File: src/rtl/bp_update_unit_pkg.sv
// Shared constants for the branch-predictor update path: table geometry,
// 2-bit PHT counter encodings and update FSM state codes.
package bp_update_unit_pkg;

  localparam int BTB_LEN  = 64;
  localparam int BTB_BITS = $clog2(BTB_LEN);
  localparam int GHR_LEN  = 256;
  localparam int GHR_BITS = $clog2(GHR_LEN);

  localparam logic [1:0] PHT_SNT = 2'b00;
  localparam logic [1:0] PHT_WNT = 2'b01;
  localparam logic [1:0] PHT_WT  = 2'b10;
  localparam logic [1:0] PHT_ST  = 2'b11;

  localparam logic [0:0] ST_IDLE = 1'b0;
  localparam logic [0:0] ST_UPD  = 1'b1;

endpackage

File: src/rtl/bp_update_unit_if.sv
// Bundle of EX update requests and BTB/PHT write-side ports. The master side
// is the surrounding core (EX stage plus predictor tables); the slave is the unit.
interface bp_update_unit_if #(
  parameter int BTB_IDX_W = 6,
  parameter int GHR_W     = 8
);
  logic                 ex_valid;
  logic                 ex_btb_wen;
  logic [BTB_IDX_W-1:0] ex_btb_windex;
  logic [31:0]          ex_btb_wtarget;
  logic                 ex_gshare_wen;
  logic [GHR_W-1:0]     ex_gshare_windex;
  logic                 ex_taken;
  logic                 btb_we;
  logic [BTB_IDX_W-1:0] btb_waddr;
  logic [31:0]          btb_wdata;
  logic [GHR_W-1:0]     pht_raddr;
  logic [1:0]           pht_rdata;
  logic                 pht_we;
  logic [GHR_W-1:0]     pht_waddr;
  logic [1:0]           pht_wdata;
  logic                 busy;
  logic [15:0]          drop_cnt;

  modport master (
    output ex_valid, ex_btb_wen, ex_btb_windex, ex_btb_wtarget,
           ex_gshare_wen, ex_gshare_windex, ex_taken, pht_rdata,
    input  btb_we, btb_waddr, btb_wdata, pht_raddr, pht_we, pht_waddr,
           pht_wdata, busy, drop_cnt
  );

  modport slave (
    input  ex_valid, ex_btb_wen, ex_btb_windex, ex_btb_wtarget,
           ex_gshare_wen, ex_gshare_windex, ex_taken, pht_rdata,
    output btb_we, btb_waddr, btb_wdata, pht_raddr, pht_we, pht_waddr,
           pht_wdata, busy, drop_cnt
  );
endinterface

File: src/rtl/bp_upd_fifo.sv
// Generic DEPTH x W synchronous FIFO. A push while full is accepted only when
// a pop happens in the same cycle; otherwise it is silently refused.
module bp_upd_fifo #(
  parameter int DEPTH = 4,
  parameter int W     = 8,
  parameter int PW    = $clog2(DEPTH),
  parameter int CW    = $clog2(DEPTH + 1)
) (
  input  logic          clk,
  input  logic          resetn,
  input  logic          push,
  input  logic [W-1:0]  push_data,
  input  logic          pop,
  output logic          full,
  output logic          empty,
  output logic [W-1:0]  head,
  output logic [CW-1:0] count
);

  logic [W-1:0]  mem_q [DEPTH];
  logic [PW-1:0] wr_ptr_q, wr_ptr_d;
  logic [PW-1:0] rd_ptr_q, rd_ptr_d;
  logic [CW-1:0] count_q, count_d;
  logic          do_push, do_pop;

  assign full  = (count_q == CW'(DEPTH));
  assign empty = (count_q == '0);
  assign head  = mem_q[rd_ptr_q];
  assign count = count_q;

  always_comb begin
    do_pop   = pop && !empty;
    do_push  = push && (!full || do_pop);
    wr_ptr_d = do_push ? wr_ptr_q + PW'(1) : wr_ptr_q;
    rd_ptr_d = do_pop  ? rd_ptr_q + PW'(1) : rd_ptr_q;
    count_d  = count_q + CW'(do_push) - CW'(do_pop);
  end

  always_ff @(posedge clk) begin
    if (!resetn) begin
      wr_ptr_q <= '0;
      rd_ptr_q <= '0;
      count_q  <= '0;
    end else begin
      wr_ptr_q <= wr_ptr_d;
      rd_ptr_q <= rd_ptr_d;
      count_q  <= count_d;
    end
  end

  // Storage carries no reset; occupancy alone decides what is valid.
  always_ff @(posedge clk) begin
    if (do_push) mem_q[wr_ptr_q] <= push_data;
  end

endmodule

File: src/rtl/bp_update_unit.sv
// Branch-predictor update unit: queues resolved-branch updates from EX and
// drains them into the BTB write port and the PHT read-modify-write port.
module bp_update_unit
  import bp_update_unit_pkg::*;
#(
  parameter int DEPTH     = 4,
  parameter int BTB_IDX_W = BTB_BITS,
  parameter int GHR_W     = GHR_BITS
) (
  input  logic             clk,
  input  logic             resetn,
  bp_update_unit_if.slave  bus
);

  localparam int EW = BTB_IDX_W + GHR_W + 35;
  localparam int CW = $clog2(DEPTH + 1);

  function automatic logic [1:0] pht_next(input logic [1:0] ctr, input logic taken);
    logic [1:0] nxt;
    case (ctr)
      PHT_SNT: nxt = taken ? PHT_WNT : PHT_SNT;
      PHT_WNT: nxt = taken ? PHT_WT  : PHT_SNT;
      PHT_WT:  nxt = taken ? PHT_ST  : PHT_WNT;
      default: nxt = taken ? PHT_ST  : PHT_WT;
    endcase
    return nxt;
  endfunction

  logic                 req, pop, full, empty;
  logic [EW-1:0]        push_data, head;
  logic [CW-1:0]        count;
  logic                 h_btb_wen, h_gs_wen, h_taken;
  logic [BTB_IDX_W-1:0] h_btb_idx;
  logic [31:0]          h_target;
  logic [GHR_W-1:0]     h_gs_idx;

  logic [0:0]           state_q, state_d;
  logic                 btb_we_q, btb_we_d, pht_we_q, pht_we_d;
  logic [BTB_IDX_W-1:0] btb_waddr_q, btb_waddr_d;
  logic [31:0]          btb_wdata_q, btb_wdata_d;
  logic [GHR_W-1:0]     pht_raddr_q, pht_raddr_d, pht_waddr_q, pht_waddr_d;
  logic [1:0]           pht_wdata_q, pht_wdata_d;
  logic [15:0]          drop_cnt_q, drop_cnt_d;

  // Requests carrying neither a BTB write nor PHT training are not hints at all.
  assign req       = bus.ex_valid && (bus.ex_btb_wen || bus.ex_gshare_wen);
  assign push_data = {bus.ex_btb_wen, bus.ex_btb_windex, bus.ex_btb_wtarget,
                      bus.ex_gshare_wen, bus.ex_gshare_windex, bus.ex_taken};
  assign {h_btb_wen, h_btb_idx, h_target, h_gs_wen, h_gs_idx, h_taken} = head;

  bp_upd_fifo #(.DEPTH(DEPTH), .W(EW)) u_fifo (
    .clk       (clk),
    .resetn    (resetn),
    .push      (req),
    .push_data (push_data),
    .pop       (pop),
    .full      (full),
    .empty     (empty),
    .head      (head),
    .count     (count)
  );

  always_comb begin
    state_d     = state_q;
    pop         = 1'b0;
    btb_we_d    = 1'b0;
    pht_we_d    = 1'b0;
    btb_waddr_d = btb_waddr_q;
    btb_wdata_d = btb_wdata_q;
    pht_raddr_d = pht_raddr_q;
    pht_waddr_d = pht_waddr_q;
    pht_wdata_d = pht_wdata_q;
    case (state_q)
      ST_IDLE: begin
        if (!empty) begin
          if (!h_gs_wen) begin
            btb_we_d    = h_btb_wen;
            btb_waddr_d = h_btb_idx;
            btb_wdata_d = h_target;
            pop         = 1'b1;
          end else begin
            pht_raddr_d = h_gs_idx;
            state_d     = ST_UPD;
          end
        end
      end
      ST_UPD: begin
        pht_we_d    = 1'b1;
        pht_waddr_d = h_gs_idx;
        pht_wdata_d = pht_next(bus.pht_rdata, h_taken);
        if (h_btb_wen) begin
          btb_we_d    = 1'b1;
          btb_waddr_d = h_btb_idx;
          btb_wdata_d = h_target;
        end
        pop     = 1'b1;
        state_d = ST_IDLE;
      end
      default: state_d = ST_IDLE;
    endcase

    drop_cnt_d = drop_cnt_q;
    if (req && full && !pop && (drop_cnt_q != 16'hFFFF))
      drop_cnt_d = drop_cnt_q + 16'd1;
  end

  always_ff @(posedge clk) begin
    if (!resetn) begin
      state_q     <= ST_IDLE;
      btb_we_q    <= 1'b0;
      pht_we_q    <= 1'b0;
      btb_waddr_q <= '0;
      btb_wdata_q <= '0;
      pht_raddr_q <= '0;
      pht_waddr_q <= '0;
      pht_wdata_q <= '0;
      drop_cnt_q  <= '0;
    end else begin
      state_q     <= state_d;
      btb_we_q    <= btb_we_d;
      pht_we_q    <= pht_we_d;
      btb_waddr_q <= btb_waddr_d;
      btb_wdata_q <= btb_wdata_d;
      pht_raddr_q <= pht_raddr_d;
      pht_waddr_q <= pht_waddr_d;
      pht_wdata_q <= pht_wdata_d;
      drop_cnt_q  <= drop_cnt_d;
    end
  end

  // The read address leaves in the IDLE decision cycle so the synchronous PHT
  // returns the counter exactly when the FSM sits in UPD.
  assign bus.pht_raddr = pht_raddr_d;
  assign bus.btb_we    = btb_we_q;
  assign bus.btb_waddr = btb_waddr_q;
  assign bus.btb_wdata = btb_wdata_q;
  assign bus.pht_we    = pht_we_q;
  assign bus.pht_waddr = pht_waddr_q;
  assign bus.pht_wdata = pht_wdata_q;
  assign bus.drop_cnt  = drop_cnt_q;
  assign bus.busy      = (count != '0) || (state_q != ST_IDLE);

endmodule
File: src/flat_wrapper.sv
// flat-port wrapper written by rule: the top's interface ports become plain ports
module bp_update_unit_flat import bp_update_unit_pkg::*;
#(
  parameter int DEPTH     = 4,
  parameter int BTB_IDX_W = BTB_BITS,
  parameter int GHR_W     = GHR_BITS
)
  (clk, resetn, bus_ex_valid, bus_ex_btb_wen, bus_ex_btb_windex, bus_ex_btb_wtarget, bus_ex_gshare_wen, bus_ex_gshare_windex, bus_ex_taken, bus_pht_rdata, bus_btb_we, bus_btb_waddr, bus_btb_wdata, bus_pht_raddr, bus_pht_we, bus_pht_waddr, bus_pht_wdata, bus_busy, bus_drop_cnt);
  bp_update_unit_if #(.BTB_IDX_W(BTB_IDX_W), .GHR_W(GHR_W)) bus_i ();
  input  logic clk;
  input  logic resetn;
  input wire logic [$bits(bus_i.ex_valid)-1:0] bus_ex_valid;
  input wire logic [$bits(bus_i.ex_btb_wen)-1:0] bus_ex_btb_wen;
  input wire logic [$bits(bus_i.ex_btb_windex)-1:0] bus_ex_btb_windex;
  input wire logic [$bits(bus_i.ex_btb_wtarget)-1:0] bus_ex_btb_wtarget;
  input wire logic [$bits(bus_i.ex_gshare_wen)-1:0] bus_ex_gshare_wen;
  input wire logic [$bits(bus_i.ex_gshare_windex)-1:0] bus_ex_gshare_windex;
  input wire logic [$bits(bus_i.ex_taken)-1:0] bus_ex_taken;
  input wire logic [$bits(bus_i.pht_rdata)-1:0] bus_pht_rdata;
  output wire logic [$bits(bus_i.btb_we)-1:0] bus_btb_we;
  output wire logic [$bits(bus_i.btb_waddr)-1:0] bus_btb_waddr;
  output wire logic [$bits(bus_i.btb_wdata)-1:0] bus_btb_wdata;
  output wire logic [$bits(bus_i.pht_raddr)-1:0] bus_pht_raddr;
  output wire logic [$bits(bus_i.pht_we)-1:0] bus_pht_we;
  output wire logic [$bits(bus_i.pht_waddr)-1:0] bus_pht_waddr;
  output wire logic [$bits(bus_i.pht_wdata)-1:0] bus_pht_wdata;
  output wire logic [$bits(bus_i.busy)-1:0] bus_busy;
  output wire logic [$bits(bus_i.drop_cnt)-1:0] bus_drop_cnt;
  assign bus_i.ex_valid = bus_ex_valid;
  assign bus_i.ex_btb_wen = bus_ex_btb_wen;
  assign bus_i.ex_btb_windex = bus_ex_btb_windex;
  assign bus_i.ex_btb_wtarget = bus_ex_btb_wtarget;
  assign bus_i.ex_gshare_wen = bus_ex_gshare_wen;
  assign bus_i.ex_gshare_windex = bus_ex_gshare_windex;
  assign bus_i.ex_taken = bus_ex_taken;
  assign bus_i.pht_rdata = bus_pht_rdata;
  assign bus_btb_we = bus_i.btb_we;
  assign bus_btb_waddr = bus_i.btb_waddr;
  assign bus_btb_wdata = bus_i.btb_wdata;
  assign bus_pht_raddr = bus_i.pht_raddr;
  assign bus_pht_we = bus_i.pht_we;
  assign bus_pht_waddr = bus_i.pht_waddr;
  assign bus_pht_wdata = bus_i.pht_wdata;
  assign bus_busy = bus_i.busy;
  assign bus_drop_cnt = bus_i.drop_cnt;
  bp_update_unit #(.DEPTH(DEPTH), .BTB_IDX_W(BTB_IDX_W), .GHR_W(GHR_W)) u_core (.clk(clk), .resetn(resetn), .bus(bus_i));
endmodule
File: config.mk
export PLATFORM = sky130hd
export DESIGN_NAME = bp_update_unit_flat
export DESIGN_NICKNAME = d
export VERILOG_FILES = /design/src/rtl/bp_update_unit_pkg.sv /design/src/rtl/bp_update_unit_if.sv /design/src/rtl/bp_upd_fifo.sv /design/src/rtl/bp_update_unit.sv /design/src/flat_wrapper.sv
export SDC_FILE = /design/constraint.sdc
export NUM_CORES = 1
export LEC_CHECK = 0
export CORE_ASPECT_RATIO = 1.2
export CORE_UTILIZATION = 57
export CTS_BUF_LIST = sky130_fd_sc_hd__clkbuf_4
export DETAILED_ROUTE_END_ITERATION = 6
export HOLD_SLACK_MARGIN = 0.12
export PLACE_DENSITY = 0.81
export SYNTH_ARGS = -nofsm -noshare
export SYNTH_HDL_FRONTEND = slang
export SYNTH_SLANG_ARGS = --single-unit
export TNS_END_PERCENT = 5
File: constraint.sdc
create_clock -name clk -period 3.6 [get_ports clk]
set_clock_uncertainty 0.2 [all_clocks]
set_input_delay 0.36 -clock clk [delete_from_list [all_inputs] [get_ports clk]]
set_output_delay 0.36 -clock clk [all_outputs]
set_load 0.03 [all_outputs]
==> results of run 1 <==
## worst max-delay path: cells and delay by family (launching register included)
| family | cells | cell delay [ps] |
|---|---|---|
| AO/OA/AOI/OAI | 1 | 260 |
| multiplexers | 1 | 390 |
| AND/OR/NAND/NOR | 2 | 540 |
| buffers and inverters | 1 | 610 |
| flip-flops | 1 | 420 |
## per-stage QoR
stage	setup WS, ps	area [um^2]	hold slack [ps]
after CTS	6.01	13200	122
after global placement	522	12100	248
after floorplan	595	10600	259
final	164	13200	169
after detailed placement	413	12100	254
after global routing	62.3	13200	126
## kinds of logic after synthesis
logic type / after synthesis / share of synthesized area, %
AOI/OAI and AO/OA: 65 / 3.58
and+or+nand+nor: 174 / 8.35
muxes: 73 / 12.8
adders and majority gates: 8 / 1.01
buffers and inverters: 47 / 2.35
DFF: 280 / 71.3
xor gates and xnor gates: 8 / 0.660
## timing repair
action | in CTS | in global routing
hold endpoints to repair | 93 | 0
setup endpoints to repair | 0 | 5
setup buffers | 0 | 0
gates resized for setup | 0 | 2
hold buffers | 19 | 0
## report_power, final
part | switching [mW] | internal [mW] | total [mW]
sequential | 0.211 | 3.87 | 4.08
clock | 1.21 | 1.42 | 2.63
combinational | 1.50 | 1.17 | 2.67
## synthesized netlist by cell type, drive strengths merged (11+ instances only)
cell type  number  area (um^2)
edfxtp        196         5890
dfxtp          84         1680
nand2          53          199
mux4           49         1100
nand3          47          248
o21ai          47          235
nor2           24          100
buf            19          144
clkbuf         17         63.8
mux2i          16          160
and2           15         93.8
inv            11         41.3
## sequential cells by signal, summed over array words and instances, names as in the netlist, 3 cells and up, named ones only
register and count:
u_core.bus.btb_wdata 32, u_core.pht_raddr_q 8, u_core.bus.btb_waddr 6, u_core.u_fifo.mem_q 196, u_core.bus.drop_cnt 16, u_core.u_fifo.count 3, u_core.bus.pht_waddr 8
## metal layers
| metal | vias up | global-route usage (%) |
|---|---|---|
| met5 | - | 0 |
| met4 | 0 | 11.1 |
| met3 | 42 | 5.83 |
| met2 | 246 | 43.1 |
| met1 | 3118 | 27.0 |
| li1 | 2949 | - |
## final cells by class
type                            instances  share of cell area (%)
Clock inverter                         25                   0.937
Tap cell                              224                    2.12
Antenna cell                            1                  0.0189
Inverter                               11                   0.312
Clock buffer                          105                    5.96
Timing Repair Buffer                  162                    12.1
Multi-Input combinational cell        328                    21.3
Sequential cell                       280                    57.3
## path summary, 6_finish.rpt
check / from / to / slack [ps] / depth (start not counted)
worst max-delay path: register / bus_pht_raddr[2] / 160 / 5
worst min-delay path: bus_ex_btb_windex[1] / u_core.u_fifo.mem_q[1][43]$_DFFE_PP_ / 170 / 1
worst max register to register: u_core.u_fifo.mem_q[2][9]$_DFFE_PP_ / u_core.u_fifo.count[2]$_SDFF_PN0_ / 650 / 11
worst min register to register: u_core.bus.btb_waddr[3]$_SDFFE_PN0P_ / u_core.bus.btb_waddr[3]$_SDFFE_PN0P_ / 260 / 2
==> metrics, run 1 <==
status complete, no violations; Initial DRC Count 344; core area 18200 um^2; Post-route DRC 0; Multi-input gate area 2810 um^2; CTS root buffer clkbuf_4; measured slew at the worst slew-check pin 888 ps; register area 7570 um^2; slowest cell on the critical path clkdlybuf4s50_1; minimum clock period 3440 ps; DIE HEIGHT 151 um; Fin. Hold Viols 0; Starting Density 58.4%; grt total ovfl 0; DP Wirelength 12800 um; fraction of layout cells with a size suffix above 1 21.8%; Leak 4.49 nW; period utilisation layout 95.5%; wire per inst 18.8 um; initial antenna violation count 1; final wirelength 21300 um; peak supply drop 513 uV; # port buffers 128; ys flop type edfxtp_1; die area 19200 um^2; GP Congestion 0.832; synthesized net count 717; Total GRT Usage 23.9%; Top Metal Used met4; metal2 WL 11300 um; commonest cells after routing, fill and taps aside edfxtp_1, clkdlybuf4s50_1, clkbuf_4; final setup fails 0; chip width 127 um; max-slew violation count 0; vias in the first global route 6800; via/cell ratio 5.59; Nets 915; final non-filler cell total 1136; synthesized area per cell 16.2 um^2; Pwr Total 9.38 mW; Post-synth EDFFs 196; # IOs 129; clock slew at reported path FFs 70 ps; critical path class register to primary output; Area Overhead vs Synth 24.6%; Critical Path, Cell by Cell or2_1 -> o22a_2 -> nor2_4 -> mux2_2 -> clkdlybuf4s50_1; # fillers 1178; crit path launch type register; largest net degree at the start of global routing 77; Peak Freq 291 MHz; Rows 54; Critical Path Fanout Max 11; setup TNS 0 ps; M1 wire length 8120 um; Pre-antenna DRT Iters 5; post-synthesis cell area 10600 um^2; clk sinks 280; CTS tree yes; global-route wire length before repair 34300 um; WP data arrival 2880 ps; via count 6355; CP endpoint kind primary output; max incr delay on CP 610 ps; Synth warnings 0; Power Dens Cells 710 nW/um^2; final core occ 72.7%; Max H-tree Level 3; Max Buffers Root-to-Sink 3; Max-Cap Viols 0; RSZ-0062 raised after global routing false; min-delay worst type input port to register; ANT nets after route 0; commonest non-fill, non-tap cell in the layout edfxtp_1; Netlist cell types 45; Seq cells post-synth 280; Cells after Synth 655; FFs w/ async S/R, synth 0%; Seq/Total Area, Yosys 71.3%; met3 wire length 1440 um; max_slew headroom 40.7%; DP Cell Count 986; worst-skew pair later-pin latency 650 ps; CP required 3040 ps; CTS buffer count 70
No activity file was read; power rests on OpenSTA's default activity.
==> run 2: changes to the inputs <==
- CORE_UTILIZATION: 57 -> 52
- PLACE_DENSITY: 0.81 -> 0.78
- clock period: 3.6 -> 3 ns (I/O delays scaled with it)
==> run 2 against run 1 <==
Effect of this change:
- power is 21% higher
- count of clock-buffer cells in the layout decreased by 3
- sequential cell count did not move
- global-route usage is 2.3 points lower
- routed wire length rose by 2.8%
- cell area is 3.7% higher
- utilization decreased by 3.3 points
- first-iteration DRC count up 2.9%
- final cell count grew 6.3%
- worst hold slack better by 1.1 ps
- setup slack lost 95 ps
==> metrics, run 2 (synthesis gave the netlist of run 1 again) <==
Area Overhead vs Synth 29.2%; max_slew headroom 40.8%; fraction of layout cells with a size suffix above 1 22.7%; Pre-antenna DRT Iters 5; hold path start bus_pht_rdata[1]; chip width 132 um; # port buffers 128; commonest non-fill, non-tap cell in the layout edfxtp_1; Max H-tree Level 3; RSZ-0062 raised after global routing true; Starting Density 53.7%; min-delay worst type input port to register; CP endpoint kind primary output; wire per inst 18.1 um; via count 6530; CTS tree yes; critical path class register to primary output; die area 21000 um^2; # fillers 1350; measured slew at the worst slew-check pin 887 ps; # IOs 129; register area 7570 um^2; Leak 4.67 nW; clock slew at reported path FFs 70 ps; worst-skew pair later-pin latency 620 ps; Most flops, register u_core.u_fifo.mem_q; commonest cells after routing, fill and taps aside edfxtp_1, clkdlybuf4s50_1, clkbuf_4; core area 19800 um^2; final worst setup slack 68.9 ps; Initial DRC Count 354; Nets 951; max-slew violation count 0; status complete, no violations; CP required 2500 ps; WP data arrival 2430 ps; pre-CTS WS 65.6 ps; DP Cell Count 1030; crit path launch type register; Post-route DRC 0; Critical Path Fanout Max 8; Max Buffers Root-to-Sink 3; final non-filler cell total 1208; grt total ovfl 0; initial antenna violation count 1; via/cell ratio 5.41; DIE HEIGHT 159 um; clk sinks 280; Peak Freq 341 MHz; Rows 56; CTS buffer count 69; peak supply drop 526 uV; DP Wirelength 13400 um; global-route wire length before repair 34400 um; period utilisation layout 97.7%; final setup fails 0; vias in the first global route 7036; Power Dens Cells 829 nW/um^2; Total GRT Usage 21.6%; minimum clock period 2930 ps; GP Congestion 0.781; Max-Cap Viols 0; final wirelength 21900 um; Multi-input gate area 2840 um^2; final non-filler cell area 13700 um^2; max reg flops 196; largest net degree at the start of global routing 108; CTS root buffer clkbuf_4; ANT nets after route 0; Fin. Hold Viols 0; post-place instance area 12300 um^2
## run 2: timing repair
item                                    4_1_cts  5_1_grt
buffers inserted                              1        0
hold endpoints to repair                    238        1
hold buffers                                 47        1
gates cloned                                  0        0
pin swaps                                     2        0
resized for setup                            25        4
endpoints found under the setup margin        8        7
## run 2: power by group
part | switching (mW) | internal (mW)
Clock | 1.43 | 1.66
Sequential | 0.243 | 4.64
Combinational | 1.88 | 1.52
## run 2: metal layers
| metal | GRT usage, % | share of wire, % |
|---|---|---|
| met1 | 23.5 | 39 |
| met3 | 5.44 | 5.6 |
| met5 | 0 | 0 |
| met2 | 40.1 | 54 |
| met4 | 9.47 | 1.4 |
## run 2: final cells by class
cell class                      instances  area share [%]
Antenna cell                            1          0.0182
Clock buffer                          102            5.58
Clock inverter                         26           0.931
Inverter                               11           0.301
Multi-Input combinational cell        328            20.7
Sequential cell                       280            55.2
Tap cell                              261            2.38
Timing Repair Buffer                  199            14.8
## run 2: per-stage QoR
stage / util, % / setup TNS (ps) / hold WS (ps) / power (mW)
2_1_floorplan: - / -720 / 199 / 7.09
3_3_place_gp: 62.2 / 0 / 247 / 8.19
3_5_place_dp: 62.2 / 0 / 252 / 8.31
4_1_cts: 69.3 / -46.9 / 122 / 11.5
5_1_grt: 69.4 / -21.8 / 131 / 11.9
6_report: 69.4 / 0 / 171 / 11.4
## run 2: final timing paths
path	slack [ps]	endpoint	depth (start not counted)
worst min-delay path	170	u_core.bus.pht_wdata[1]$_SDFFE_PN0P_	3
worst max register to register	130	u_core.bus.btb_wdata[21]$_SDFFE_PN0P_	8
worst min register to register	260	u_core.bus.btb_wdata[2]$_SDFFE_PN0P_	2
worst max-delay path	70	bus_pht_raddr[0]	6
## run 2: worst max-delay path, cell delays in order (launching register included)
cell	delay [ps]
dfxtp_2	380
mux2i_4	220
o22a_4	290
nor2_4	130
buf_12	140
mux2_2	360
clkdlybuf4s15_2	290
